**config.mk**
```make
export PLATFORM = sky130hd
export DESIGN_NAME = reg_file_ctrl_flat
export DESIGN_NICKNAME = d
export VERILOG_FILES = /design/src/rtl/sys_ctrl_pkg.sv /design/src/rtl/reg_file_ctrl_if.sv /design/src/rtl/reg_ctrl_timeout_cnt.sv /design/src/rtl/reg_file_ctrl.sv /design/src/flat_wrapper.sv
export SDC_FILE = /design/constraint.sdc
export NUM_CORES = 1
export LEC_CHECK = 0
export BUFFER_PORTS_ARGS = -buffer_cell sky130_fd_sc_hd__buf_2
export CORE_MARGIN = 8
export CORE_UTILIZATION = 36
export DETAILED_ROUTE_END_ITERATION = 16
export PLACE_DENSITY = 0.67
export SETUP_SLACK_MARGIN = 0.3
export SKIP_LAST_GASP = 1
export SLEW_MARGIN = 20
export SYNTH_ARGS = -nofsm -noshare
export SYNTH_HDL_FRONTEND = slang
export SYNTH_HIERARCHICAL = 1
export SYNTH_SLANG_ARGS = --single-unit
```
**constraint.sdc**
```tcl
create_clock -name CLK -period 3.5 [get_ports CLK]
set_clock_uncertainty 0.15 [all_clocks]
set_input_delay 0 -clock CLK [delete_from_list [all_inputs] [get_ports CLK]]
set_output_delay 0 -clock CLK [all_outputs]
set_load 0.01 [all_outputs]
```
**src/rtl/sys_ctrl_pkg.sv**
```systemverilog
// ============================================================================
// Module   : sys_ctrl_pkg
// Brief    : Shared controller state encoding and command opcodes.
// Revision : 1.0 - initial release
// ============================================================================
`default_nettype none

package sys_ctrl_pkg;

  localparam logic [7:0] WR_CMD = 8'hAA;
  localparam logic [7:0] RD_CMD = 8'hBB;

  typedef enum logic [2:0] {
    IDLE    = 3'd0,
    WR_ADDR = 3'd1,
    WR_DATA = 3'd2,
    RD_ADDR = 3'd3,
    RD_WAIT = 3'd4,
    TX_SEND = 3'd5
  } ctrl_state_e;

endpackage

`default_nettype wire

```
**src/rtl/reg_file_ctrl_if.sv**
```systemverilog
// ============================================================================
// Module   : reg_file_ctrl_if
// Brief    : UART byte streams and register-file strobes seen by the controller.
// Revision : 1.0 - initial release
// ============================================================================
`default_nettype none

interface reg_file_ctrl_if
  import sys_ctrl_pkg::*;
#(
  parameter int DATA_WIDTH = 8,
  parameter int ADDR_WIDTH = 4
);

  logic [DATA_WIDTH-1:0] RX_P_DATA;
  logic                  RX_D_VLD;
  logic                  WrEn;
  logic                  RdEn;
  logic [ADDR_WIDTH-1:0] Address;
  logic [DATA_WIDTH-1:0] WrData;
  logic [DATA_WIDTH-1:0] RdData;
  logic                  RdData_valid;
  logic [DATA_WIDTH-1:0] TX_P_DATA;
  logic                  TX_D_VLD;
  logic                  TX_Busy;
  logic                  Cmd_Err;
  logic                  Busy;

  modport master (
    input  RX_P_DATA, RX_D_VLD, RdData, RdData_valid, TX_Busy,
    output WrEn, RdEn, Address, WrData, TX_P_DATA, TX_D_VLD, Cmd_Err, Busy
  );

  modport slave (
    output RX_P_DATA, RX_D_VLD, RdData, RdData_valid, TX_Busy,
    input  WrEn, RdEn, Address, WrData, TX_P_DATA, TX_D_VLD, Cmd_Err, Busy
  );

endinterface

`default_nettype wire

```
**src/rtl/reg_ctrl_timeout_cnt.sv**
```systemverilog
// ============================================================================
// Module   : reg_ctrl_timeout_cnt
// Brief    : Loadable down-counter; expire flag is high while the count is zero.
// Revision : 1.0 - initial release
// ============================================================================
`default_nettype none

module reg_ctrl_timeout_cnt #(
  parameter int WIDTH = 4
) (
  input  wire logic             clk,
  input  wire logic             rst,
  input  wire logic             i_load,
  input  wire logic [WIDTH-1:0] i_load_val,
  input  wire logic             i_en,
  output logic                  o_expired
);

  logic [WIDTH-1:0] cnt_q;
  logic [WIDTH-1:0] cnt_d;

  always_comb begin
    cnt_d = cnt_q;
    if (i_load) begin
      cnt_d = i_load_val;
    end else if (i_en && (cnt_q != '0)) begin
      cnt_d = cnt_q - 1'b1;
    end
  end

  always_ff @(posedge clk) begin
    if (rst) begin
      cnt_q <= '0;
    end else begin
      cnt_q <= cnt_d;
    end
  end

  assign o_expired = (cnt_q == '0);

endmodule

`default_nettype wire

```
**src/rtl/reg_file_ctrl.sv**
```systemverilog
// ============================================================================
// Module   : reg_file_ctrl
// Brief    : Parses UART command frames into register-file strobes and returns
//            read data to the UART transmitter.
// Revision : 1.0 - initial release
// ============================================================================
`default_nettype none

module reg_file_ctrl
  import sys_ctrl_pkg::*;
#(
  parameter int                   DATA_WIDTH     = 8,
  parameter int                   REG_FILE_DEPTH = 16,
  parameter int                   ADDR_WIDTH     = $clog2(REG_FILE_DEPTH),
  parameter logic [DATA_WIDTH-1:0] WR_CMD        = DATA_WIDTH'(sys_ctrl_pkg::WR_CMD),
  parameter logic [DATA_WIDTH-1:0] RD_CMD        = DATA_WIDTH'(sys_ctrl_pkg::RD_CMD),
  parameter int                   RD_TIMEOUT     = 8
) (
  input wire logic        CLK,
  input wire logic        RST,
  reg_file_ctrl_if.master bus
);

  localparam int CNT_W = $clog2(RD_TIMEOUT + 1);

  ctrl_state_e           state_q, state_d;
  logic [ADDR_WIDTH-1:0] addr_lat_q, addr_lat_d;
  logic [ADDR_WIDTH-1:0] address_q, address_d;
  logic [DATA_WIDTH-1:0] wr_data_q, wr_data_d;
  logic [DATA_WIDTH-1:0] rd_data_q, rd_data_d;
  logic [DATA_WIDTH-1:0] tx_data_q, tx_data_d;
  logic                  wr_en_q, wr_en_d;
  logic                  rd_en_q, rd_en_d;
  logic                  tx_vld_q, tx_vld_d;
  logic                  cmd_err_q, cmd_err_d;
  logic                  busy_q, busy_d;
  logic                  cnt_load;
  logic                  cnt_expired;
  logic                  addr_ok;

  // Loaded so that it reaches zero on the RD_TIMEOUT-th cycle counted from the RdEn cycle.
  reg_ctrl_timeout_cnt #(
    .WIDTH (CNT_W)
  ) u_timeout (
    .clk        (CLK),
    .rst        (RST),
    .i_load     (cnt_load),
    .i_load_val (CNT_W'(RD_TIMEOUT - 1)),
    .i_en       (state_q == RD_WAIT),
    .o_expired  (cnt_expired)
  );

  assign addr_ok = (32'(bus.RX_P_DATA) < 32'(REG_FILE_DEPTH));

  always_comb begin
    state_d    = state_q;
    addr_lat_d = addr_lat_q;
    address_d  = address_q;
    wr_data_d  = wr_data_q;
    rd_data_d  = rd_data_q;
    tx_data_d  = tx_data_q;
    wr_en_d    = 1'b0;
    rd_en_d    = 1'b0;
    tx_vld_d   = 1'b0;
    cmd_err_d  = 1'b0;
    cnt_load   = 1'b0;

    case (state_q)
      IDLE: begin
        if (bus.RX_D_VLD) begin
          if (bus.RX_P_DATA == WR_CMD) begin
            state_d = WR_ADDR;
          end else if (bus.RX_P_DATA == RD_CMD) begin
            state_d = RD_ADDR;
          end else begin
            cmd_err_d = 1'b1;
          end
        end
      end
      WR_ADDR: begin
        if (bus.RX_D_VLD) begin
          if (addr_ok) begin
            addr_lat_d = bus.RX_P_DATA[ADDR_WIDTH-1:0];
            state_d    = WR_DATA;
          end else begin
            cmd_err_d = 1'b1;
            state_d   = IDLE;
          end
        end
      end
      WR_DATA: begin
        if (bus.RX_D_VLD) begin
          address_d = addr_lat_q;
          wr_data_d = bus.RX_P_DATA;
          wr_en_d   = 1'b1;
          state_d   = IDLE;
        end
      end
      RD_ADDR: begin
        if (bus.RX_D_VLD) begin
          if (addr_ok) begin
            addr_lat_d = bus.RX_P_DATA[ADDR_WIDTH-1:0];
            address_d  = bus.RX_P_DATA[ADDR_WIDTH-1:0];
            rd_en_d    = 1'b1;
            cnt_load   = 1'b1;
            state_d    = RD_WAIT;
          end else begin
            cmd_err_d = 1'b1;
            state_d   = IDLE;
          end
        end
      end
      RD_WAIT: begin
        // Stray bytes mid-read are flagged and dropped; the read carries on.
        cmd_err_d = bus.RX_D_VLD;
        if (bus.RdData_valid) begin
          rd_data_d = bus.RdData;
          state_d   = TX_SEND;
        end else if (cnt_expired) begin
          cmd_err_d = 1'b1;
          state_d   = IDLE;
        end
      end
      TX_SEND: begin
        cmd_err_d = bus.RX_D_VLD;
        if (!bus.TX_Busy) begin
          tx_data_d = rd_data_q;
          tx_vld_d  = 1'b1;
          state_d   = IDLE;
        end
      end
      default: begin
        state_d = IDLE;
      end
    endcase

    busy_d = (state_d != IDLE);
  end

  always_ff @(posedge CLK) begin
    if (RST) begin
      state_q    <= IDLE;
      addr_lat_q <= '0;
      address_q  <= '0;
      wr_data_q  <= '0;
      rd_data_q  <= '0;
      tx_data_q  <= '0;
      wr_en_q    <= 1'b0;
      rd_en_q    <= 1'b0;
      tx_vld_q   <= 1'b0;
      cmd_err_q  <= 1'b0;
      busy_q     <= 1'b0;
    end else begin
      state_q    <= state_d;
      addr_lat_q <= addr_lat_d;
      address_q  <= address_d;
      wr_data_q  <= wr_data_d;
      rd_data_q  <= rd_data_d;
      tx_data_q  <= tx_data_d;
      wr_en_q    <= wr_en_d;
      rd_en_q    <= rd_en_d;
      tx_vld_q   <= tx_vld_d;
      cmd_err_q  <= cmd_err_d;
      busy_q     <= busy_d;
    end
  end

  assign bus.WrEn      = wr_en_q;
  assign bus.RdEn      = rd_en_q;
  assign bus.Address   = address_q;
  assign bus.WrData    = wr_data_q;
  assign bus.TX_P_DATA = tx_data_q;
  assign bus.TX_D_VLD  = tx_vld_q;
  assign bus.Cmd_Err   = cmd_err_q;
  assign bus.Busy      = busy_q;

endmodule

`default_nettype wire
```
**src/flat_wrapper.sv**
```systemverilog
// flat-port wrapper written by rule: the top's interface ports become plain ports
module reg_file_ctrl_flat import sys_ctrl_pkg::*;
#(
  parameter int                   DATA_WIDTH     = 8,
  parameter int                   REG_FILE_DEPTH = 16,
  parameter int                   ADDR_WIDTH     = $clog2(REG_FILE_DEPTH),
  parameter logic [DATA_WIDTH-1:0] WR_CMD        = DATA_WIDTH'(sys_ctrl_pkg::WR_CMD),
  parameter logic [DATA_WIDTH-1:0] RD_CMD        = DATA_WIDTH'(sys_ctrl_pkg::RD_CMD),
  parameter int                   RD_TIMEOUT     = 8
)
  (CLK, RST, bus_RX_P_DATA, bus_RX_D_VLD, bus_RdData, bus_RdData_valid, bus_TX_Busy, bus_WrEn, bus_RdEn, bus_Address, bus_WrData, bus_TX_P_DATA, bus_TX_D_VLD, bus_Cmd_Err, bus_Busy);
  reg_file_ctrl_if #(.DATA_WIDTH(DATA_WIDTH), .ADDR_WIDTH(ADDR_WIDTH)) bus_i ();
  input wire logic CLK;
  input wire logic RST;
  input wire logic [$bits(bus_i.RX_P_DATA)-1:0] bus_RX_P_DATA;
  input wire logic [$bits(bus_i.RX_D_VLD)-1:0] bus_RX_D_VLD;
  input wire logic [$bits(bus_i.RdData)-1:0] bus_RdData;
  input wire logic [$bits(bus_i.RdData_valid)-1:0] bus_RdData_valid;
  input wire logic [$bits(bus_i.TX_Busy)-1:0] bus_TX_Busy;
  output wire logic [$bits(bus_i.WrEn)-1:0] bus_WrEn;
  output wire logic [$bits(bus_i.RdEn)-1:0] bus_RdEn;
  output wire logic [$bits(bus_i.Address)-1:0] bus_Address;
  output wire logic [$bits(bus_i.WrData)-1:0] bus_WrData;
  output wire logic [$bits(bus_i.TX_P_DATA)-1:0] bus_TX_P_DATA;
  output wire logic [$bits(bus_i.TX_D_VLD)-1:0] bus_TX_D_VLD;
  output wire logic [$bits(bus_i.Cmd_Err)-1:0] bus_Cmd_Err;
  output wire logic [$bits(bus_i.Busy)-1:0] bus_Busy;
  assign bus_i.RX_P_DATA = bus_RX_P_DATA;
  assign bus_i.RX_D_VLD = bus_RX_D_VLD;
  assign bus_i.RdData = bus_RdData;
  assign bus_i.RdData_valid = bus_RdData_valid;
  assign bus_i.TX_Busy = bus_TX_Busy;
  assign bus_WrEn = bus_i.WrEn;
  assign bus_RdEn = bus_i.RdEn;
  assign bus_Address = bus_i.Address;
  assign bus_WrData = bus_i.WrData;
  assign bus_TX_P_DATA = bus_i.TX_P_DATA;
  assign bus_TX_D_VLD = bus_i.TX_D_VLD;
  assign bus_Cmd_Err = bus_i.Cmd_Err;
  assign bus_Busy = bus_i.Busy;
  reg_file_ctrl #(.DATA_WIDTH(DATA_WIDTH), .REG_FILE_DEPTH(REG_FILE_DEPTH), .ADDR_WIDTH(ADDR_WIDTH), .WR_CMD(WR_CMD), .RD_CMD(RD_CMD), .RD_TIMEOUT(RD_TIMEOUT)) u_core (.CLK(CLK), .RST(RST), .bus(bus_i));
endmodule
```
==> results of run 1 <==
==> worst max-delay path: cells and delay by family, from the launching register on <==
family          cells  cell delay (ns)
simple gates        3             1.22
flops               1             0.67
buf+inv             1             0.28
compound gates      1             0.06
==> per-layer routing <==
layer  GRT usage (%)  routed length (µm)  up-vias
li1                -                   -      845
met1            14.5                2050      751
met2            19.2                2060       43
met3            4.41                 316        2
met4            3.69                  16        0
met5               0                   0        -
==> Yosys cell counts, types with 2 or more instances <==
cell type	number
buf_2	2
nand2b_1	4
mux2i_1	18
nand4b_1	2
nor4_1	3
a211oi_1	6
nand2_1	38
o22ai_1	2
nor3_1	2
inv_1	6
a311oi_1	2
clkbuf_1	8
a31oi_1	2
dfxtp_1	44
conb_1	2
nor3b_1	5
nor2_1	29
a21oi_1	16
==> timing repair <==
action,4_1_cts,5_1_grt
setup endpoints to repair,0,0
hold buffers,18,0
resized for setup,0,0
endpoints found under the hold margin,27,0
==> report_power, final <==
group	switching, µW	total, µW	internal (µW)
sequential	0.390	501	501
clock	175	408	233
combinational	25.6	52.6	27.0
==> metrics by stage <==
stage	utilization, %	area, µm²
5_1_grt	48.2	2450
6_report	48.2	2450
4_1_cts	48.2	2450
3_5_place_dp	42.3	2140
2_1_floorplan	-	1880
3_3_place_gp	42.3	2140
==> how the worst max path moves through the flow <==
stage                     slack [ns]  cells after the start                                     end
after detailed placement        1.02                      5  u_core/u_timeout/cnt_q[3]$_SDFFE_PP0P_
after floorplan                 1.42                      5  u_core/u_timeout/cnt_q[1]$_SDFFE_PP0P_
after CTS                       0.99                      4  u_core/u_timeout/cnt_q[0]$_SDFFE_PP0P_
after global placement          1.18                      5  u_core/u_timeout/cnt_q[3]$_SDFFE_PP0P_
final                           0.97                      5  u_core/u_timeout/cnt_q[3]$_SDFFE_PP0P_
after global routing            0.76                      5  u_core/u_timeout/cnt_q[3]$_SDFFE_PP0P_
==> state kept, by name (all words and copies together), names as in the netlist <==
signal,cells
u_core/bus.WrData,8
u_core/bus.Busy,1
u_core/bus.TX_D_VLD,1
u_core/bus.WrEn,1
u_core/addr_lat_q,4
u_core/bus.Cmd_Err,1
u_core/bus.Address,4
u_core/bus.RdEn,1
u_core/rd_data_q,8
u_core/state_q,3
u_core/bus.TX_P_DATA,8
u_core/u_timeout/cnt_q,4
==> cell families after synthesis <==
group,after synthesis,synth area share (%)
and+or+nand+nor,93,24.0
DFF,44,47.1
AOI/OAI and AO/OA,35,13.8
muxes,18,9.63
buffers and inverters,17,3.95
other,2,0.401
adders and majority gates,1,0.669
xor gates and xnor gates,1,0.468
==> final cells by class <==
class / instances / area share, %
clock buffers: 6 / 3.38
clock inverters: 2 / 1.59
inverters: 6 / 0.921
multi-input cells: 152 / 38.0
flip-flops and latches: 44 / 36.0
well taps: 70 / 3.58
repair buffers: 63 / 16.6
==> run_results.csv, run 1 <==
group,metric,value,unit
yosys,synth_cell_types,38,
timing,slew_violations,0,
floorplanning,rows,26,
yosys,synth.yosys.seq_area_share,47.1,%
place,dp_hpwl,3.08,mm
timing,final-hold-violation-count,0,
routing,viasPerCell,4.78,
worst_setup_path,r2r_end,"u_core/u_timeout/cnt_q[3]$_SDFFE_PP0P_",
yosys,synth-seq-cells,44,
worst_setup_path,timing.rr.start,"u_core/state_q[0]$_SDFF_PP0_",
grt,overflow,0,
routing,vias,1641,
cts,clock-root-buffer,"clkbuf_8",
worst_setup_path,timing_worst_setup_path_type,"register to register",
worst_setup_path,worstPathMaxFanout,13,
cells_and_area,final_cell_mix,"45 x buf_2, 44 x dfxtp_1, 38 x nand2_1, 29 x nor2_1",
timing,layout_worst_path_cycle_share,72.4,%
timing,hold_slack,0.0622,ns
cts,clock_path_buffers,2,
routing,routedWlPerCell,13.0,µm
timing,setup_viol_count_final,0,
worst_setup_path,critPathSlowestCell,"dfxtp_1",
routing,post-route-drc-count,0,
cells_and_area,n_antenna_cell,0,
place,gp_congestion,0.822,
yosys,synth.largest_area_cell,"dfxtp_1",
floorplanning,die_y,88.1,µm
cts,cts_tree,"yes",
place,place_inst,317,
timing,fin_setup_tns,0,ns
floorplanning,die_area,7760,µm²
worst_setup_path,required,3.50,ns
yosys,yosysWarnings,6,
floorplanning,die_w,88.1,µm
worst_setup_path,end_kind,"register",
yosys,netlist_top_cells_area,"dfxtp_1 47%, mux2i_1 9.6%, nand2_1 7.6%, nor2_1 5.8%, a21oi_1 4.3%",
timing,fin_crit,2.53,ns
yosys,synth_area,1870,µm²
grt,grt_pass1_wl,7.34,mm
worst_setup_path,reg2regPathDepth,5,
worst_setup_path,r2r_setup_slack,0.97,ns
yosys,synth_edf_count,0,
routing,dr.pass1.iters,4,
grt,grt_pass1_vias,1599,
place,io_buffers,45,
cells_and_area,layout.cells.non_filler,343,
floorplanning,start_util,36.9,%
cells_and_area,final_common_cell,"buf_2",
cells_and_area,nNetsFinal,294,
cells_and_area,seqCellArea,881,µm²
run,cap_violations,0,
cells_and_area,fill_cells,510,
timing,tightest_slew,0.882,ns
grt,grt_max_degree,43,
grt,antenna_found_initial,0,
cells_and_area,drive_above_1_share,22.3,%
timing,clock.fmax,0.395,GHz
hold_path,min_to,"u_core/state_q[0]$_SDFF_PP0_",
power_and_ir_drop,finalPower,962,µW
cts,clkTransAtPathRegs,0.08,ns
power_and_ir_drop,vdd_ir_drop_max,0.000256,V
cells_and_area,syn_to_final_growth,30.8,%
worst_setup_path,startpoint_type,"register",
cts,post_cts_buffers,0,
worst_setup_path,cp_cell_sequence,"nand3b_1 > nor3_1 > inv_1 > nor2_1 > a211oi_1",
yosys,netlist.area_leader.share,47.1,%
yosys,syn_area_per_cell,8.87,µm²
yosys,async_flop_share,0,%
timing,relSlewSlack,40.9,%
timing,rsz0062_at_grt,"no",
cells_and_area,multi_input_area,928,µm²
floorplanning,core,5070,µm²
timing,worst_slack,0.967,ns
grt,grt_usage,12.0,%
routing,wl,4.45,mm
cts,clock_latency,0.29,ns
routing,ant_nets,0,
worst_setup_path,startpoint,"u_core/state_q[0]$_SDFF_PP0_",
outcome,status,"finished clean",
hold_path,worst_hold_path_type,"input port to register",
worst_setup_path,arrival,2.53,ns
power_and_ir_drop,p_leak,0.000982,µW
power_and_ir_drop,power.density,393,nW/µm²
yosys,synth-main-ff-cell,"dfxtp_1",
routing,drtIter0Drc,85,
hold_path,worstHoldStart,"bus_TX_Busy",
worst_setup_path,cpPeakStageDelay,0.67,ns
floorplanning,ios,46,
cts,cts.htree.levels,2,
place,place_ws,1.02,ns
cts,cts.sinks,44,
yosys,syn_inst,211,
hold_path,hold_depth,5,
cts,cts_made_buffers,5,
(Power assumes the default switching activity.)
==> run 2, diff against run 1 <==
--- a/config.mk
+++ b/config.mk
@@ -5,11 +5,12 @@
 export SDC_FILE = /design/constraint.sdc
 export NUM_CORES = 1
 export LEC_CHECK = 0
+export ABC_AREA = 1
 export BUFFER_PORTS_ARGS = -buffer_cell sky130_fd_sc_hd__buf_2
 export CORE_MARGIN = 8
 export CORE_UTILIZATION = 36
 export DETAILED_ROUTE_END_ITERATION = 16
-export PLACE_DENSITY = 0.67
+export PLACE_DENSITY = 0.66
 export SETUP_SLACK_MARGIN = 0.3
 export SKIP_LAST_GASP = 1
 export SLEW_MARGIN = 20
==> constraint.sdc (replaced) <==
create_clock -name CLK -period 2.45 [get_ports CLK]
set_clock_uncertainty 0.15 [all_clocks]
set_input_delay 0 -clock CLK [delete_from_list [all_inputs] [get_ports CLK]]
set_output_delay 0 -clock CLK [all_outputs]
set_load 0.01 [all_outputs]
==> run_results.csv, run 2 <==
group,metric,value,unit
outcome,status,"finished clean",
floorplanning,die_y,90.1,µm
grt,antenna_found_initial,0,
yosys,synth_edf_count,0,
hold_path,worst_hold_path_type,"input port to register",
yosys,yosysWarnings,6,
cells_and_area,final_cell_mix,"45 x buf_2, 44 x dfxtp_1, 40 x nor2_1, 39 x nand2_1, 33 x o21ai_0",
yosys,synth-seq-cells,44,
grt,overflow,0,
timing,rsz0062_at_grt,"no",
cts,clock_path_buffers,2,
power_and_ir_drop,p_leak,0.00119,µW
place,gp_congestion,0.841,
cells_and_area,n_antenna_cell,0,
grt,grt_max_degree,31,
routing,viasPerCell,4.63,
yosys,synth-main-ff-cell,"dfxtp_1",
yosys,synth_area,1970,µm²
timing,relSlewSlack,52.9,%
grt,grt_usage,12.4,%
run,cap_violations,0,
worst_setup_path,end_kind,"register",
yosys,syn_inst,270,
floorplanning,core,5410,µm²
routing,dr.pass1.iters,4,
worst_setup_path,worstPathMaxFanout,9,
routing,ant_nets,0,
routing,routedWlPerCell,11.5,µm
yosys,synth_cell_types,32,
place,placed_area,2230,µm²
yosys,synth.yosys.seq_area_share,44.6,%
hold_path,hold_depth,3,
grt,grt_pass1_wl,8.66,mm
routing,post-route-drc-count,0,
yosys,netlist_top_cells_area,"dfxtp_1 45%, o21ai_0 8.4%, nor2_1 7.6%, nand2_1 7.4%, a21oi_1 5.3%",
worst_setup_path,required,2.52,ns
yosys,async_flop_share,0,%
timing,fin_crit,1.86,ns
cells_and_area,final_common_cell,"buf_2",
grt,grt_pass1_vias,1910,
timing,tightest_slew,0.706,ns
worst_setup_path,startpoint_type,"register",
timing,setup_viol_count_final,0,
cells_and_area,fin_area,2560,µm²
yosys,post-synth-top-count-cell,"dfxtp_1",
yosys,netlist.area_leader.share,44.6,%
floorplanning,ios,46,
cts,post_cts_buffers,0,
worst_setup_path,r2r_end,"u_core/rd_data_q[1]$_SDFFE_PP0P_",
worst_setup_path,timing_worst_setup_path_type,"register to register",
yosys,synth_common_cells,"44 x dfxtp_1, 40 x nor2_1, 39 x nand2_1, 33 x o21ai_0, 27 x inv_1",
timing,clock.fmax,0.536,GHz
worst_setup_path,startpoint,"u_core/state_q[2]$_SDFF_PP0_",
cts,cts.htree.levels,2,
hold_path,min_to,"u_core/rd_data_q[4]$_SDFFE_PP0P_",
worst_setup_path,arrival,1.93,ns
floorplanning,die_w,90.1,µm
cells_and_area,drive_above_1_share,22.4,%
cells_and_area,final_util,47.4,%
timing,slew_violations,0,
place,io_buffers,45,
timing,fin_setup_tns,0,ns
cts,cts_tree,"yes",
routing,vias,1901,
place,dp_hpwl,3.44,mm
worst_setup_path,reg2regPathDepth,5,
cells_and_area,nNetsFinal,360,
power_and_ir_drop,power.density,491,nW/µm²
floorplanning,rows,27,
cts,clock_latency,0.28,ns
cts,clock-root-buffer,"clkbuf_8",
cts,cts_made_buffers,5,
cts,cts.sinks,44,
cts,cts_resized,0,
yosys,syn_area_per_cell,7.31,µm²
cts,clkTransAtPathRegs,0.08,ns
timing,final-hold-violation-count,0,
floorplanning,start_util,36.5,%
routing,drtIter0Drc,124,
hold_path,worstHoldStart,"bus_RdData_valid",
worst_setup_path,r2r_setup_slack,0.59,ns
cts,hold_buffers,24,
timing,hold_slack,0.0500,ns
timing,layout_worst_path_cycle_share,76.1,%
yosys,synth.largest_area_cell,"dfxtp_1",
worst_setup_path,timing.rr.start,"u_core/state_q[2]$_SDFF_PP0_",
cells_and_area,syn_to_final_growth,29.8,%
floorplanning,die_area,8110,µm²
power_and_ir_drop,vdd_ir_drop_max,0.000300,V
routing,wl,4.72,mm
## run 2: cell count changes after synthesis, moves of 11 or more
cell / change
o21ai_0: +32
inv_1: +21
mux2i_1: -18
nand3_1: +18
nor2_1: +11
## run 2: logic make-up after synthesis
family          synth area share, %
simple gates                   27.7
compound gates                 16.4
buf+inv                        9.89
flops                          44.6
other cells                   0.380
xor+xnor                      0.444
fa+ha+maj                     0.634
## run 2: through the flow
stage | cells | setup WS [ns] | power [µW]
2_1_floorplan | 272 | 0.937 | 766
3_3_place_gp | 379 | 0.740 | 795
3_5_place_dp | 379 | 0.722 | 794
4_1_cts | 411 | 0.630 | 1280
5_1_grt | 411 | 0.469 | 1320
6_report | 411 | 0.586 | 1260
## run 2: metal layers
layer	GRT usage (%)	vias up	wire length [µm]
met2	19.9	41	2100
met1	15.6	859	2320
li1	-	996	-
met5	0	-	0
met3	4.16	5	276
met4	2.50	0	23
## run 2: power by group
part           internal [µW]  leakage, µW  switching (µW)  total [µW]
logic                   40.6     0.000781            44.1        84.7
registers                716     0.000355           0.789         717
clock network            225    0.0000510             232         457
## run 2: worst max-delay path by stage
| stage | end | slack [ns] | depth (start not counted) |
|---|---|---|---|
| after floorplan | u_core/u_timeout/cnt_q[3]$_SDFFE_PP0P_ | 0.94 | 8 |
| after CTS | u_core/rd_data_q[3]$_SDFFE_PP0P_ | 0.63 | 5 |
| after detailed placement | u_core/bus.TX_P_DATA[2]$_SDFFE_PP0P_ | 0.72 | 7 |
| final | u_core/rd_data_q[1]$_SDFFE_PP0P_ | 0.59 | 5 |
| after global routing | u_core/rd_data_q[1]$_SDFFE_PP0P_ | 0.47 | 5 |
| after global placement | u_core/bus.TX_P_DATA[0]$_SDFFE_PP0P_ | 0.74 | 7 |
## run 2: area by class of cell
| cell class | count | area [µm²] |
|---|---|---|
| Multi-Input combinational cell | 184 | 906 |
| Tap cell | 72 | 90.1 |
| Sequential cell | 44 | 881 |
| Inverter | 34 | 129 |
| Clock buffer | 6 | 82.6 |
| Timing Repair Buffer | 69 | 465 |
| Fill cell | 551 | 2840 |
| Clock inverter | 2 | 10.0 |
## run 2: critical path, cell delays in order, from the launching register on
cell	delay, ns
dfxtp_1	0.45
nand2_2	0.12
nor2_4	0.23
nand3_1	0.12
dlygate4sd3_1	0.58
a21oi_1	0.15
